[config.mk]
export PLATFORM = sky130hd
export DESIGN_NAME = gpio_in_capture
export DESIGN_NICKNAME = d
export VERILOG_FILES = /design/src/rtl/gpio_in_capture.sv
export SDC_FILE = /design/constraint.sdc
export NUM_CORES = 1
export LEC_CHECK = 0
export BUFFER_PORTS_ARGS = -buffer_cell sky130_fd_sc_hd__buf_2
export CAP_MARGIN = 5
export CORE_MARGIN = 2
export CORE_UTILIZATION = 30
export CTS_CLUSTER_SIZE = 20
export DETAILED_ROUTE_END_ITERATION = 12
export MAX_ROUTING_LAYER = met4
export REMOVE_ABC_BUFFERS = 1
export SYNTH_ARGS = -nofsm -noshare
export SYNTH_HDL_FRONTEND = slang
export SYNTH_SLANG_ARGS = --single-unit
[constraint.sdc]
create_clock -name clk -period 11.3 [get_ports clk]
set_input_delay 1.695 -clock clk [delete_from_list [all_inputs] [get_ports clk]]
set_output_delay 1.695 -clock clk [all_outputs]
set_load 0.01 [all_outputs]
[src/rtl/gpio_in_capture.sv]
// gpio_in_capture: samples the expansion-connector inputs into the fabric
// clock domain. Each bit is synchronised, debounced and edge-detected. Rising
// and falling edges raise sticky flags that software clears with a masked
// strobe. The strobe is acknowledged one cycle later.
//
// Optional build macro GPIO_IN_CAPTURE_IRQ_MASK_EN adds an irq_en input. Only
// bits enabled in irq_en contribute to irq. When the macro is undefined, every
// pending flag contributes to irq.
module gpio_in_capture #(
    parameter int DATA_WIDTH      = 8,
    parameter int DEBOUNCE_CYCLES = 1250,
    parameter int CNT_WIDTH       = 16
) (
    input  logic                  clk,
    input  logic                  rst,
    input  logic [DATA_WIDTH-1:0] exp_in,
    output logic [DATA_WIDTH-1:0] exp_state,
    output logic [DATA_WIDTH-1:0] rise_pending,
    output logic [DATA_WIDTH-1:0] fall_pending,
    output logic                  irq,
`ifdef GPIO_IN_CAPTURE_IRQ_MASK_EN
    input  logic [DATA_WIDTH-1:0] irq_en,
`endif
    input  logic                  clear_req,
    input  logic [DATA_WIDTH-1:0] clear_mask,
    output logic                  clear_ack
);

    localparam logic [CNT_WIDTH-1:0]  CNT_LAST = CNT_WIDTH'(DEBOUNCE_CYCLES - 1);
    localparam logic [CNT_WIDTH-1:0]  CNT_ONE  = CNT_WIDTH'(1);
    localparam logic [CNT_WIDTH-1:0]  CNT_ZERO = {CNT_WIDTH{1'b0}};
    localparam logic [DATA_WIDTH-1:0] VEC_ZERO = {DATA_WIDTH{1'b0}};

    logic [DATA_WIDTH-1:0] sync1_r;
    logic [DATA_WIDTH-1:0] sync2_r;
    logic [DATA_WIDTH-1:0] state_r;
    logic [DATA_WIDTH-1:0] state_d_r;
    logic [CNT_WIDTH-1:0]  cnt_r [DATA_WIDTH];
    logic [DATA_WIDTH-1:0] rise_r;
    logic [DATA_WIDTH-1:0] fall_r;
    logic                  ack_r;

    logic [DATA_WIDTH-1:0] rise_evt_s;
    logic [DATA_WIDTH-1:0] fall_evt_s;
    logic [DATA_WIDTH-1:0] clr_s;
    logic [DATA_WIDTH-1:0] irq_en_s;

    // Two-flop synchroniser. Only sync2_r is used downstream.
    always_ff @(posedge clk or posedge rst) begin
        if (rst) begin
            sync1_r <= VEC_ZERO;
            sync2_r <= VEC_ZERO;
        end else begin
            sync1_r <= exp_in;
            sync2_r <= sync1_r;
        end
    end

    // Per-bit debounce. A new level is accepted only after DEBOUNCE_CYCLES
    // consecutive mismatching cycles. Any agreeing cycle restarts the count.
    // The counter is cleared on acceptance, so it never passes CNT_LAST and
    // cannot wrap.
    always_ff @(posedge clk or posedge rst) begin
        if (rst) begin
            for (int i = 0; i < DATA_WIDTH; i++) begin
                cnt_r[i] <= CNT_ZERO;
            end
            state_r <= VEC_ZERO;
        end else begin
            for (int i = 0; i < DATA_WIDTH; i++) begin
                if (sync2_r[i] == state_r[i]) begin
                    cnt_r[i] <= CNT_ZERO;
                end else if (cnt_r[i] == CNT_LAST) begin
                    state_r[i] <= sync2_r[i];
                    cnt_r[i]   <= CNT_ZERO;
                end else begin
                    cnt_r[i] <= cnt_r[i] + CNT_ONE;
                end
            end
        end
    end

    // Edge events, masked clear vector and the interrupt enable in effect.
    always_comb begin
        rise_evt_s = state_r & ~state_d_r;
        fall_evt_s = ~state_r & state_d_r;
        if (clear_req) begin
            clr_s = clear_mask;
        end else begin
            clr_s = VEC_ZERO;
        end
`ifdef GPIO_IN_CAPTURE_IRQ_MASK_EN
        irq_en_s = irq_en;
`else
        irq_en_s = {DATA_WIDTH{1'b1}};
`endif
    end

    // Delayed debounced level, sticky flags and the clear acknowledge.
    // A new edge wins over a clear of the same bit in the same cycle.
    always_ff @(posedge clk or posedge rst) begin
        if (rst) begin
            state_d_r <= VEC_ZERO;
            rise_r    <= VEC_ZERO;
            fall_r    <= VEC_ZERO;
            ack_r     <= 1'b0;
        end else begin
            state_d_r <= state_r;
            rise_r    <= (rise_r & ~clr_s) | rise_evt_s;
            fall_r    <= (fall_r & ~clr_s) | fall_evt_s;
            ack_r     <= clear_req;
        end
    end

    assign exp_state    = state_r;
    assign rise_pending = rise_r;
    assign fall_pending = fall_r;
    assign clear_ack    = ack_r;
    assign irq          = |((rise_r | fall_r) & irq_en_s);

endmodule

# Yosys cells after proc, flatten, opt, wreduce, memory -nomap -nowiden
# Index checks and enable logic that the tools add are counted.
# W data, S select, Z words.
[totals] ff_bits=177 input_bits=19 output_inout_bits=26 word_cells=90
[classes] add_sub_neg=8 eq_ne=16 muxes=17 n_bitwise=18 reduce_logical=9
[op_table] op="$mux W16" count=16
[op_table] op="$add A16 B1 Y16 const B" count=8
[op_table] op="$eq A16 B11 Y1 const B" count=8
[op_table] op="$and A8 B8 Y8" count=4
[op_table] op="$not A8 Y8" count=3
[op_table] op="$or A8 B8 Y8" count=3
[op_table] op="$reduce_and A2 Y1" count=8
[op_table] op="$eq A1 B1 Y1" count=8
[op_table] op="$mux W8" count=1
[op_table] op="$not A1 Y1" count=8
[op_table] op="$reduce_or A8 Y1" count=1

# Logic depth before layout (Yosys ltp)
[logic_depth] ltp_word=4 ltp_mapped=7 mapped_depth_nobuf=6

# Worst setup path before layout
# Ideal clock, no wire load.
[synth_path] path_kind="reg-to-output" from="reg rise_r[2] (netlist: rise_pending[2])" to="out irq" t_arrival_ns=0.846 required_ns=9.605 setup_slack_ns=8.759 stages_incl_launch_ff=3 n_path_buf=0 path_cell_list="dfrtp_1 > nor4_1 > nand4_1"
[synth_between] elab_chain_cells=2
[synth_rtl] item="start, declared" line="39" text="logic [DATA_WIDTH-1:0] rise_r;"
[synth_rtl] item="start signal, assigned" line="109" text="rise_r <= (rise_r & ~clr_s) | rise_evt_s;"
[synth_rtl] item="$or A8 B8 Y8" line="119" text="assign irq = |((rise_r | fall_r) & irq_en_s);"
[synth_rtl] item="$reduce_or A8 Y1" line="119"
[synth_rtl] item="end, declared" line="20" text="output logic irq,"
# Every way passes these cells.

# Worst setup path in the final report
# Same ends and word-level chain as after synthesis.

==> metrics.md <==
| Metric | Value |
|---|---|
| Main area contributors after synthesis | sky130_fd_sc_hd__dfrtp_1 55%, sky130_fd_sc_hd__xnor2_1 7.2%, sky130_fd_sc_hd__nor2_1 6.3%, sky130_fd_sc_hd__xor2_1 5.2%, sky130_fd_sc_hd__nand4_1 3.8% |
| Relative area change from synthesis to final layout | 14.4% |
| Data arrival time of the critical path | 1.48 ns |
| Die width | 167 microns |
| Sequential area share after synthesis | 0.555 |
| Root cell of the clock tree | sky130_fd_sc_hd__clkbuf_16 |
| Max clock buf depth | 2 |
| Total count of hold-check failures in the final report | 0 |
| Overflow left after global routing | 0 |
| Sort of element at the end of the critical path | output pin |
| Final net count | 848 |
| Result of the run | finished, final reports clean |
| Global routing usage summed across all routing layers | 0.124 |
| Initial drt markers | 380 |
| Maximum number of pins on one net before global-route repair | 109 |
| P_leak | 3.90 nW |
| Yosys reg bits | 177 |
| Cell area power density | 140 nW/um^2 |
| Min-Delay Path Class | reg -> reg |
| Dominant combinational cell family by area after synthesis | simple AND/OR/NAND/NOR gates |
| Combined area of all synthesized cells | 7980 sq um |
| Adder and majority cell fraction of the synthesized area | 0.0251 |
| Number of max-cap violations | 0 |
| Fin crit share | 0.281 |
| Detailed Place HPWL | 11,000 microns |
| Skew final | 0.0134 ns |
| Average detailed-routed wire length per instance | 13.7 microns |
| Leading register cell type out of synthesis | sky130_fd_sc_hd__dfrtp_1 |
| Number of cells traversed by the worst register-to-register path | 6 |
| Peak-usage layer in the global routing report | met2 |
| CTS tree | yes |
| Async SR Flop Fraction | 1.00 |
| Simple-Gate Fraction of Synth Area | 0.236 |
| Cell Area, Placed | 8540 sq um |
| Cell count after synthesis | 770 |
| Maximum ir drop on the vdd rail | 0.0891 mV |
| Pins Over Slew Limit | 0 |
| Wire length of the first global-routing pass | 27,200 microns |
| DRC violations left | 0 |
| Remaining max-slew budget at the tightest pin | 0.367 |
| Routed via count | 5,536 |
| Count of standard-cell rows | 59 |
| Cell types with the highest counts after synthesis | 177 x sky130_fd_sc_hd__dfrtp_1, 134 x sky130_fd_sc_hd__nor2_1, 66 x sky130_fd_sc_hd__xnor2_1 |
| Highest fanout seen on the critical path | 3 |
| Initial antenna violation count | 4 |
| I/O pin total | 45 |
| Clock insertion delay at the later pin of the skew report | 0.42 ns |
| Final instance area | 9130 sq um |
| Met2 routing resource usage after global routing | 0.179 |
| Routed wire length | 16,000 microns |
| Total power | 1.28 mW |
| Via count of the first global-routing pass | 5,309 |
| Antenna-violating nets left | 0 |
| Number of flops mapped to enable cells by yosys | 0 |
| Fraction of final layout cells with drive strength greater than 1 | 0.102 |
| Share of the synthesized area in the top cell type | 0.555 |
| Clock transition at the registers of the reported paths | 0.06 ns |
| Chip height | 167 microns |
| GR met1 Demand/Resource | 0.165 |
| Post-synthesis share of cell area spent on xor and xnor gates | 0.124 |
| Clock sink count | 177 |
| Number of buffers inserted by hold repair at cts | 0 |
| Die Footprint | 27,900 sq um |
| Gates resized, CTS repair | 0 |
| Worst hold slack | 0.349 ns |
| Via-to-Cell Ratio | 4.75 |
| Most used standard cell by instance count after synthesis | sky130_fd_sc_hd__dfrtp_1 |
| Synth Area in Compound Gates | 0.0240 |
| Starting utilization of the core area | 0.306 |
| Most area-hungry cell type in the Yosys netlist | sky130_fd_sc_hd__dfrtp_1 |
| CTS Buf Count | 17 |
| Worst setup slack before clock tree synthesis | 7.83 ns |
| Placer Congestion | 0.815 |
| Max H-tree Level | 4 |
| Pin slew with the least headroom to its limit | 0.950 ns |
| Mean cell area of the mapped netlist | 10.4 sq um |
| Drt pass-1 iters | 5 |
| Post-CTS Setup Bufs | 0 |
| Total Negative Setup Slacks | 0 ns |
| Startpoint type of the worst setup path | flip-flop |
| Smallest setup slack after layout | 8.12 ns |
| Placeable core area | 26,100 sq um |
| Final setup viols | 0 |
| Critical path required time | 9.61 ns |
| Unrepaired setup endpoints after global routing | no |
| GRT met3 Usage | 0.0425 |
| Worst Hold Path Cells | 0 |
| Port-buffer cells | 44 |
| Yosys cell types | 28 |
| Post-synthesis mux area share | 0.0113 |
| Path type of the worst setup path | reg -> out |
| Number of warnings issued by yosys | 0 |
| FMAX | 315 MHz |
| Final worst path period need | 3.18 ns |
## flip-flops by register name (all words and copies together), names as in the netlist
register      count
clear_ack         1
cnt_r           128
exp_state         8
fall_pending      8
rise_pending      8
state_d_r         8
sync1_r           8
sync2_r           8
## worst max-delay path, cell delays in order (launching register included)
cell                      delay, ns
sky130_fd_sc_hd__dfrtp_1       0.39
sky130_fd_sc_hd__nor4_1        0.36
sky130_fd_sc_hd__nand4_1       0.13
sky130_fd_sc_hd__buf_2         0.18
## metrics by stage
| step | std cells | util |
|---|---|---|
| final | 1165 | 0.350 |
| after global routing | 1164 | 0.350 |
| after CTS | 1160 | 0.350 |
| after detailed placement | 1129 | 0.328 |
| after global placement | 1129 | 0.328 |
| after floorplan | 749 | - |
## path summary, 6_finish.rpt
| kind | end | from | slack, ns |
|---|---|---|---|
| max | irq | rise_pending[2] | 8.12 |
| min | sync2_r[6] | sync1_r[6] | 0.35 |
| max reg2reg | cnt_r[122] | cnt_r[113] | 9.43 |
| min reg2reg | sync2_r[6] | sync1_r[6] | 0.35 |
| max in group asynchronous | cnt_r[15] | rst | 8.45 |
| min in group asynchronous | sync1_r[6] | rst | 1.44 |
## metal layers
layer  wire, microns  up-vias
met5               0        -
met4             172        0
met3             893       14
met2            7120       79
met1            7800     2687
li1                -     2756
## power breakdown
part,internal (mW),switching [mW]
clock,0.329,0.250
combinational,0.0127,0.0295
sequential,0.643,0.0109
total,0.986,0.291
## kinds of logic after synthesis
logic type / Yosys count
and+or+nand+nor: 377
DFF: 177
xor gates and xnor gates: 113
buffers and inverters: 49
AOI/OAI and AO/OA: 30
adders and majority gates: 16
muxes: 8
## cell usage in the layout, fill, tap and decap left out, types with 10 or more instances in the layout
cell type and count:
sky130_fd_sc_hd__and3_1 13, sky130_fd_sc_hd__xnor2_1 66, sky130_fd_sc_hd__ha_1 16, sky130_fd_sc_hd__inv_1 27, sky130_fd_sc_hd__buf_2 44, sky130_fd_sc_hd__nand4_1 49
sky130_fd_sc_hd__dfrtp_1 177, sky130_fd_sc_hd__nand3_1 41, sky130_fd_sc_hd__o21ai_0 11, sky130_fd_sc_hd__nor4_1 32, sky130_fd_sc_hd__and4_1 10, sky130_fd_sc_hd__nor2_1 134
sky130_fd_sc_hd__nand2_1 54, sky130_fd_sc_hd__xor2_1 47, sky130_fd_sc_hd__nor3_1 21, sky130_fd_sc_hd__clkbuf_16 17, sky130_fd_sc_hd__nor4b_1 14
## layout make-up
class / count / area [sq um]
diodes: 5 / 12.5
fillers: 2629 / 16900
well taps: 335 / 419
clock inverters: 13 / 150
multi-input cells: 544 / 3350
repair buffers: 45 / 228
clock buffers: 18 / 429
inverters: 28 / 110
flip-flops and latches: 177 / 4430
Note: power is estimated with default switching activity, not from simulation.
